===== config.mk =====
export PLATFORM = sky130hd
export DESIGN_NAME = keypad_event_controller
export DESIGN_NICKNAME = d
export VERILOG_FILES = /design/src/rtl/keypad_event_controller.sv
export SDC_FILE = /design/constraint.sdc
export NUM_CORES = 1
export LEC_CHECK = 0
export CORE_MARGIN = 5
export CORE_UTILIZATION = 38
export DETAILED_ROUTE_END_ITERATION = 12
export PLACE_DENSITY = 0.64
export SYNTH_ARGS = -nofsm -noshare
export SYNTH_HDL_FRONTEND = slang
export SYNTH_SLANG_ARGS = --single-unit

===== constraint.sdc =====
create_clock -name clk -period 3.2 [get_ports clk]
set_input_delay 0.64 -clock clk [delete_from_list [all_inputs] [get_ports clk]]
set_output_delay 0.64 -clock clk [all_outputs]
set_load 0.03 [all_outputs]

===== src/rtl/keypad_event_controller.sv =====
`default_nettype none
// ============================================================================
//  Module   : keypad_event_controller
//  Purpose  : Synchronizes and debounces the keypad encoder output and emits
//             one valid/ready event per debounced key press.
//  Revision : 1.0 - initial release
// ============================================================================
module keypad_event_controller #(
    parameter int DEBOUNCE_CYCLES = 16
) (
    input  logic       clk,
    input  logic       rst_n,
    input  logic       key_press,
    input  logic [1:0] key_code,
    input  logic       ev_ready,
    input  logic       ovf_clr,
    output logic       ev_valid,
    output logic [1:0] ev_code,
    output logic       busy,
    output logic       overflow
);

    localparam logic [15:0] c_cnt_last = 16'(DEBOUNCE_CYCLES - 1);

    typedef enum logic [1:0] {
        ST_IDLE       = 2'd0,
        ST_DB_PRESS   = 2'd1,
        ST_HELD       = 2'd2,
        ST_DB_RELEASE = 2'd3
    } state_t;

    state_t      r_state;
    state_t      w_state_nxt;
    logic [15:0] r_cnt;
    logic [15:0] w_cnt_nxt;
    logic [1:0]  r_cand;
    logic [1:0]  w_cand_nxt;
    logic        w_push;
    logic        w_pop;

    logic        r_press_meta;
    logic        r_press_sync;
    logic [1:0]  r_code_meta;
    logic [1:0]  r_code_sync;

    logic        r_ev_valid;
    logic [1:0]  r_ev_code;
    logic        r_overflow;

    // Two-flop synchronizer for the asynchronous encoder outputs
    always_ff @(posedge clk) begin
        if (!rst_n) begin
            r_press_meta <= 1'b0;
            r_press_sync <= 1'b0;
            r_code_meta  <= 2'b00;
            r_code_sync  <= 2'b00;
        end else begin
            r_press_meta <= key_press;
            r_press_sync <= r_press_meta;
            r_code_meta  <= key_code;
            r_code_sync  <= r_code_meta;
        end
    end

    always_ff @(posedge clk) begin
        if (!rst_n) begin
            r_state <= ST_IDLE;
            r_cnt   <= 16'd0;
            r_cand  <= 2'b00;
        end else begin
            r_state <= w_state_nxt;
            r_cnt   <= w_cnt_nxt;
            r_cand  <= w_cand_nxt;
        end
    end

    always_comb begin
        w_state_nxt = r_state;
        w_cnt_nxt   = r_cnt;
        w_cand_nxt  = r_cand;
        w_push      = 1'b0;
        case (r_state)
            ST_IDLE: begin
                if (r_press_sync) begin
                    w_cand_nxt  = r_code_sync;
                    w_cnt_nxt   = 16'd1;
                    w_state_nxt = ST_DB_PRESS;
                end
            end
            ST_DB_PRESS: begin
                // Any code change restarts the debounce through IDLE
                if (!r_press_sync || (r_code_sync != r_cand)) begin
                    w_cnt_nxt   = 16'd0;
                    w_state_nxt = ST_IDLE;
                end else if (r_cnt == c_cnt_last) begin
                    w_cnt_nxt   = 16'd0;
                    w_push      = 1'b1;
                    w_state_nxt = ST_HELD;
                end else begin
                    w_cnt_nxt = r_cnt + 16'd1;
                end
            end
            ST_HELD: begin
                if (!r_press_sync) begin
                    w_cnt_nxt   = 16'd1;
                    w_state_nxt = ST_DB_RELEASE;
                end
            end
            ST_DB_RELEASE: begin
                if (r_press_sync) begin
                    w_cnt_nxt   = 16'd0;
                    w_state_nxt = ST_HELD;
                end else if (r_cnt == c_cnt_last) begin
                    w_cnt_nxt   = 16'd0;
                    w_state_nxt = ST_IDLE;
                end else begin
                    w_cnt_nxt = r_cnt + 16'd1;
                end
            end
            default: begin
                w_cnt_nxt   = 16'd0;
                w_state_nxt = ST_IDLE;
            end
        endcase
    end

    assign w_pop = r_ev_valid & ev_ready;

    // Single-entry event buffer; a push into a full, unpopped slot is dropped
    always_ff @(posedge clk) begin
        if (!rst_n) begin
            r_ev_valid <= 1'b0;
            r_ev_code  <= 2'b00;
            r_overflow <= 1'b0;
        end else begin
            if (w_push && (!r_ev_valid || w_pop)) begin
                r_ev_valid <= 1'b1;
                r_ev_code  <= r_cand;
            end else if (w_pop) begin
                r_ev_valid <= 1'b0;
            end

            if (w_push && r_ev_valid && !w_pop) begin
                r_overflow <= 1'b1;
            end else if (ovf_clr) begin
                r_overflow <= 1'b0;
            end
        end
    end

    assign ev_valid = r_ev_valid;
    assign ev_code  = r_ev_code;
    assign overflow = r_overflow;
    assign busy     = (r_state != ST_IDLE);

endmodule
`default_nettype wire


==> key figures, run 1 <==
STA
  – Min Tclk post-route: 2.19 ns
  – Final Setup Violations: 0
  – Final hold vios: 0
  – RSZ-0062 raised after global routing: false
  – Period utilization: 68.6%
  – Rel. slew slack: 33.0%
  – Layout Skew: roughly 0.0053 ns
  – Post-layout worst setup margin: between 1 and 1.5 ns
  – Count of pins over their slew limit: 0
  – Slew @ Worst Pin: 1.00 ns
  – Setup TNS: 0 ns
  – Final Hold Slack: about 0.43 ns
  – Max Freq: 456 MHz

Worst setup path
  – Worst reg2reg setup slack: 1.11 ns
  – Arrival @ worst endpoint: between 1.5 and 2 ns
  – WP data required: roughly 2.6 ns
  – Endpoint class of the critical path: output pin
  – Setup CP Type: register to output pin
  – Startpoint types: register
  – Worst-path maximum fanout: 8

Finish
  – Layout Nets: roughly 180
  – Area delta synth->final: 16.6%
  – Fill count: 346
  – Share of layout cells above drive strength 1: 7.47%
  – Non-Filler Instances: 222
  – Final design utilization: a little under half
  – N_diodes: 0

Power and ir drop
  – Clk pwr share: 48.2%
  – Sequential power share: 48.1%
  – Pleak: 0.590 nW
  – Internal: 0.623 mW
  – Logic pwr share: 3.7%
  – Sw Ratio: 21.6%
  – Pwr/cell area: 481 nW/um^2
  – Sw Pwr: 0.172 mW
  – Peak VDD IR: 0.000346 V

Clocking
  – Clk_lat worst skew: 0.28 ns
  – CTS Sinks: 30
  – CTS Hold Bufs: 0
  – Number of gates resized after cts: 0
  – Num CTS Buffers: 5
  – Worst-path clk slew: 0.07 ns
  – TritonCTS clock tree: built
  – Clk root buf: clkbuf_8
  – Max clock buf depth: 2
  – Post CTS Setup Buffer Count: 0
  – H-tree Lvls: 2

Logic synthesis
  – Yosys warns: 0
  – Syn_nets: 170
  – Post-synth ARST share: 0%
  – XOR/XNOR share of the synthesized area: 6.80%
  – Synthesized flop and latch total: 30
  – Post-synthesis cell count: roughly 160
  – Post-Synth Simple-Gate Area: a little under a third
  – Main synth FF type: dfxtp_1
  – Mux contribution to synthesized area: 2.83%
  – Post-Synth Adder-Cell Area: 0.883%
  – Sequential cell area fraction in the yosys report: 42.4%
  – Number of flops mapped to enable cells by yosys: 0
  – Compound-Gate Fraction of Synth Area: 12.0%
  – Syn Std Cell Area: about 1400 um^2
  – Avg Cell Area, Syn: 8.74 um^2
  – Netlist cell types: 34
  – Largest family of logic cells by synthesized area: simple AND/OR/NAND/NOR gates

Drt
  – Drc violations: 0
  – Via density: 5.40
  – Initial DRC count: between 40 and 50
  – DR WL/cell: 12.9 um
  – Via count: between 1,000 and 1,500
  – First-pass DRT Iterations: 4
  – Post-Route WL: 2850 um
  – Antenna viol nets, final: 0

Die
  – Die Wd: 71.1 um
  – Die ar.: 5050 um^2
  – Core Box Area: 3630 um^2
  – Ports: 12
  – Die H: 71.1 um
  – Starting Density: 39.0%
  – Row Count: 22

Placed design
  – Dpl ws: 0.909 ns
  – Post-DP HPWL: between 1500 and 2000 um
  – Port Buf Inserts: 11
  – Inst Count DP: approximately 210
  – Global placement routability congestion: ~0.8

Global route
  – Global route hottest layer: met2
  – Met1 Use GR: 13.7%
  – GRT Overall Usage: 12.1%
  – Pin count of the biggest net entering global routing: 24
  – First-pass GRT wire length: 4860 um
  – Initial antenna violation count: 0
  – GRT Residual Overflow: 0
  – Met2 Use GR: 20.8%
  – Vias in the first global route: around 1,100
  – GR Util met3: between 2 and 3%

Min path
  – Hold WC Path Type: register to register

Flow run
  – Max_cap viols: 0

Status
  – Status: completed
[Yosys cell counts (2+ instances only)]
cell type | instances | area [um^2]
xnor2_1 | 7 | 61.3
nand4_1 | 5 | 31.3
clkbuf_1 | 3 | 11.3
inv_1 | 5 | 18.8
and2_1 | 7 | 43.8
buf_6 | 3 | 33.8
a31oi_1 | 4 | 25.0
xor2_1 | 4 | 35.0
a21oi_1 | 3 | 15.0
or3b_1 | 2 | 17.5
nand2_1 | 9 | 33.8
a22oi_1 | 10 | 75.1
nor2_1 | 21 | 78.8
or2_2 | 2 | 12.5
mux2i_1 | 4 | 40.0
o21ai_0 | 6 | 30.0
and3b_1 | 2 | 17.5
nor3_1 | 4 | 20.0
dfxtp_1 | 30 | 601
nand3_1 | 11 | 55.1
nor4_1 | 4 | 25.0
nand2b_1 | 2 | 12.5
and3_1 | 3 | 18.8
[cell type report]
type / count / area [um^2] / share of cell area [%]
Multi-Input combinational cell: 120 / 748 / 45.3
Sequential cell: 30 / 601 / 36.4
Clock buffer: 5 / 68.8 / 4.17
Tap cell: 48 / 60.1 / 3.64
Inverter: 5 / 18.8 / 1.14
Timing Repair Buffer: 11 / 110 / 6.67
Clock inverter: 3 / 45.0 / 2.73
[metal layers]
metal  up-vias  wire, um
met5         -         0
met4         0        61
met3         9       131
met2        33      1350
met1       559      1310
li1        598         -
[cell families (layout without fill, tap and decap cells)]
logic type	after synthesis	count (layout)
fa+ha+maj	1	1
buf+inv	12	24
flops	30	30
mux	4	4
xor+xnor	11	11
compound gates	26	26
simple gates	78	78
[cell usage in the layout (no fill, tap or decap), types with 2 or more instances in the layout]
cell | netlist | routed
clkinvlp_4 | 0 | 2
and2_1 | 7 | 7
nand4_1 | 5 | 5
a21oi_1 | 3 | 3
or2_2 | 2 | 2
nor2_1 | 21 | 21
clkbuf_8 | 0 | 5
nor4_1 | 4 | 4
xor2_1 | 4 | 4
a31oi_1 | 4 | 4
o21ai_0 | 6 | 6
nand3_1 | 11 | 11
or3b_1 | 2 | 2
and3_1 | 3 | 3
nand2b_1 | 2 | 2
nand2_1 | 9 | 9
xnor2_1 | 7 | 7
clkdlybuf4s50_1 | 0 | 11
inv_1 | 5 | 5
dfxtp_1 | 30 | 30
a22oi_1 | 10 | 10
nor3_1 | 4 | 4
mux2i_1 | 4 | 4
and3b_1 | 2 | 2
[state kept, by name (all words and copies together) (netlist names)]
register      count
r_state           2
r_cand            2
ev_code           2
r_press_sync      1
r_code_sync       2
r_code_meta       2
r_cnt            16
overflow          1
ev_valid          1
r_press_meta      1
[critical path, cell delays in order, from the launching register on]
cell and delay [ns]:
dfxtp_1 0.37, or2_2 0.31, clkdlybuf4s50_1 0.60
[power groups by stage]
| stage | combinational (mW) | clock (mW) | sequential, mW |
|---|---|---|---|
| finish | 0.0294 | 0.383 | 0.382 |
| global route | 0.0325 | 0.406 | 0.382 |
| CTS | 0.0295 | 0.387 | 0.382 |
| detailed placement | 0.0293 | 0 | 0.391 |
| global placement | 0.0285 | 0 | 0.390 |
| floorplan | 0.0186 | 0 | 0.389 |
[final timing paths]
path,startpoint,to,cells past startpoint
setup / recovery,r_state[0]$_SDFFE_PN0P_,busy,2
hold / removal,r_code_meta[1]$_SDFF_PN0_,r_code_sync[1]$_SDFF_PN0_,1
setup reg to reg,r_cnt[0]$_SDFFE_PN0P_,r_cnt[15]$_SDFFE_PN0P_,6
hold reg to reg,r_code_meta[1]$_SDFF_PN0_,r_code_sync[1]$_SDFF_PN0_,1
[stage by stage]
| step | area (um^2) | power [mW] |
|---|---|---|
| 2_1_floorplan | 1420 | 0.408 |
| 3_3_place_gp | 1540 | 0.419 |
| 6_report | 1650 | 0.795 |
| 3_5_place_dp | 1540 | 0.420 |
| 4_1_cts | 1650 | 0.799 |
| 5_1_grt | 1650 | 0.821 |
(Power assumes the default switching activity.)
==> run 2, diff against run 1 <==
==> constraint.sdc (replaced) <==
create_clock -name clk -period 2.1 [get_ports clk]
set_input_delay 0.42 -clock clk [delete_from_list [all_inputs] [get_ports clk]]
set_output_delay 0.42 -clock clk [all_outputs]
set_load 0.03 [all_outputs]
==> key figures, run 2 (synthesis gave the netlist of run 1 again) <==
Finish
  – Biggest register: r_cnt
  – Final design utilization: 46.5% (+1.0 points)
  – Finished Cell Area: 1690 um^2 (+2.3%)
  – Fill count: 358 (+3.5%)
  – Max reg flops: 16 (unchanged)
  – N_diodes: 0 (unchanged)
  – Area delta synth->final: 19.3%
  – Commonest non-fill, non-tap cell in the layout: dfxtp_1
  – Commonest cells after routing, fill and taps aside: 30 x dfxtp_1, 21 x nor2_1, 11 x nand3_1, 11 x clkdlybuf4s50_1, 10 x a22oi_1
  – Layout Nets: 186 (+2.8%)
  – Share of layout cells above drive strength 1: 10.1% (+2.6 points)

Worst setup path
  – WP data required: 1.68 ns (-0.88 ns)
  – Slowest cell on crit path: clkdlybuf4s50_1
  – CP max stage delay: 0.60 ns (about the same)
  – Setup CP Type: register to output pin
  – Critical path's top delay family: buffers and inverters
  – Endpoint class of the critical path: output pin
  – Worst-path maximum fanout: 8 (unchanged)
  – Critical path buffer and inverter count: 1 (unchanged)
  – Startpoint types: register
  – Arrival @ worst endpoint: 1.56 ns (about the same)
  – Ordered cell list for the critical path: or2_2, clkdlybuf4s50_1

Die
  – Die Wd: 71.1 um (unchanged)
  – Row Count: 22 (unchanged)
  – Starting Density: 39.0% (unchanged)
  – Ports: 12 (unchanged)
  – Die H: 71.1 um (unchanged)
  – Die ar.: 5050 um^2 (unchanged)
  – Core Box Area: 3630 um^2 (unchanged)

Clocking
  – H-tree Lvls: 2 (unchanged)
  – CTS Sinks: 30 (unchanged)
  – TritonCTS clock tree: built
  – Worst-path clk slew: 0.07 ns (about the same)
  – Num CTS Buffers: 5 (unchanged)
  – Number of gates resized after cts: 0 (unchanged)
  – Clk root buf: clkbuf_8
  – Max clock buf depth: 2 (unchanged)
  – Post CTS Setup Buffer Count: 0 (unchanged)
  – CTS Hold Bufs: 0 (unchanged)
  – Clk_lat worst skew: 0.29 ns (about the same)

Power and ir drop
  – Pwr/cell area: 723 nW/um^2 (+50%)
  – Pleak: 0.614 nW (+4.1%)
  – Peak VDD IR: 0.000423 V (+22%)

Drt
  – Initial DRC count: 98 (+140%)
  – Routed wl met2: 1370 um (+1.5%)
  – DR WL/cell: 12.4 um (-3.3%)
  – Via density: 5.34 (-1.1%)
  – Drc violations: 0 (unchanged)
  – Uppermost routed layer: met4
  – Via count: 1,212 (+1.1%)
  – Met1 WL: 1280 um (-2.9%)
  – First-pass DRT Iterations: 4 (unchanged)
  – Metal3 WL: 116 um (-11%)
  – Post-Route WL: 2820 um (-1.1%)
  – Antenna viol nets, final: 0 (unchanged)

Global route
  – GRT Overall Usage: 12.8% (+0.69 points)
  – Vias in the first global route: 1,075 (-1.6%)
  – Pin count of the biggest net entering global routing: 15 (-38%)
  – GRT Residual Overflow: 0 (unchanged)
  – First-pass GRT wire length: 5130 um (+5.4%)
  – Initial antenna violation count: 0 (unchanged)

STA
  – Final hold vios: 0 (unchanged)
  – Final Setup Violations: 0 (unchanged)
  – Count of pins over their slew limit: 0 (unchanged)
  – Final Hold Slack: 0.436 ns (+0.00142 ns)
  – Period utilization: about 94%
  – Min Tclk post-route: between 1.5 and 2 ns
  – Setup TNS: 0 ns (unchanged)
  – Rel. slew slack: 72.2% (+39 points)
  – Max Freq: between 500 and 600 MHz
  – Slew @ Worst Pin: 0.416 ns (-0.587 ns)
  – Layout Skew: 0.00484 ns (-0.000409 ns)
  – RSZ-0062 raised after global routing: false

Placed design
  – Global placement routability congestion: 0.822 (+2.7%)
  – Port Buf Inserts: 11 (unchanged)
  – Placed Instance Area: 1580 um^2 (+2.4%)
  – Post-DP HPWL: 2050 um (+4.7%)

Flow run
  – Max_cap viols: 0 (unchanged)

Status
  – Status: completed

Min path
  – Hold WC Path Type: register to register
-- run 2: layout make-up --
class	count	area, um^2	share of cell area (%)
Multi-Input combinational cell	120	748	44.3
Sequential cell	30	601	35.6
Timing Repair Buffer	16	148	8.74
Clock buffer	5	68.8	4.07
Tap cell	48	60.1	3.56
Clock inverter	3	45.0	2.67
Inverter	5	18.8	1.11
-- run 2: through the flow --
step,setup WS [ns],cells,power [mW]
CTS,0.0981,227,1.24
global route,0.0331,227,1.28
finish,0.117,227,1.22
floorplan,0.420,162,0.622
global placement,0.344,219,0.646
detailed placement,0.287,219,0.647
-- run 2: path summary, 6_finish.rpt --
kind / startpoint / endpoint / slack, ns / depth (start not counted)
max: r_state[0]$_SDFFE_PN0P_ / busy / 0.12 / 2
min: r_code_meta[0]$_SDFF_PN0_ / r_code_sync[0]$_SDFF_PN0_ / 0.44 / 1
max reg2reg: r_cnt[0]$_SDFFE_PN0P_ / r_cnt[13]$_SDFFE_PN0P_ / 0.23 / 6
min reg2reg: r_code_meta[0]$_SDFF_PN0_ / r_code_sync[0]$_SDFF_PN0_ / 0.44 / 1
-- run 2: routing by layer --
layer,vias up,track usage (%)
met2,23,19.6
met3,6,4.12
li1,605,-
met1,578,15.9
met5,-,0
met4,0,6.68
-- run 2: where the power goes --
group | internal [mW] | switching, mW
logic | 0.0257 | 0.0264
registers | 0.577 | 0.00515
clock network | 0.352 | 0.234
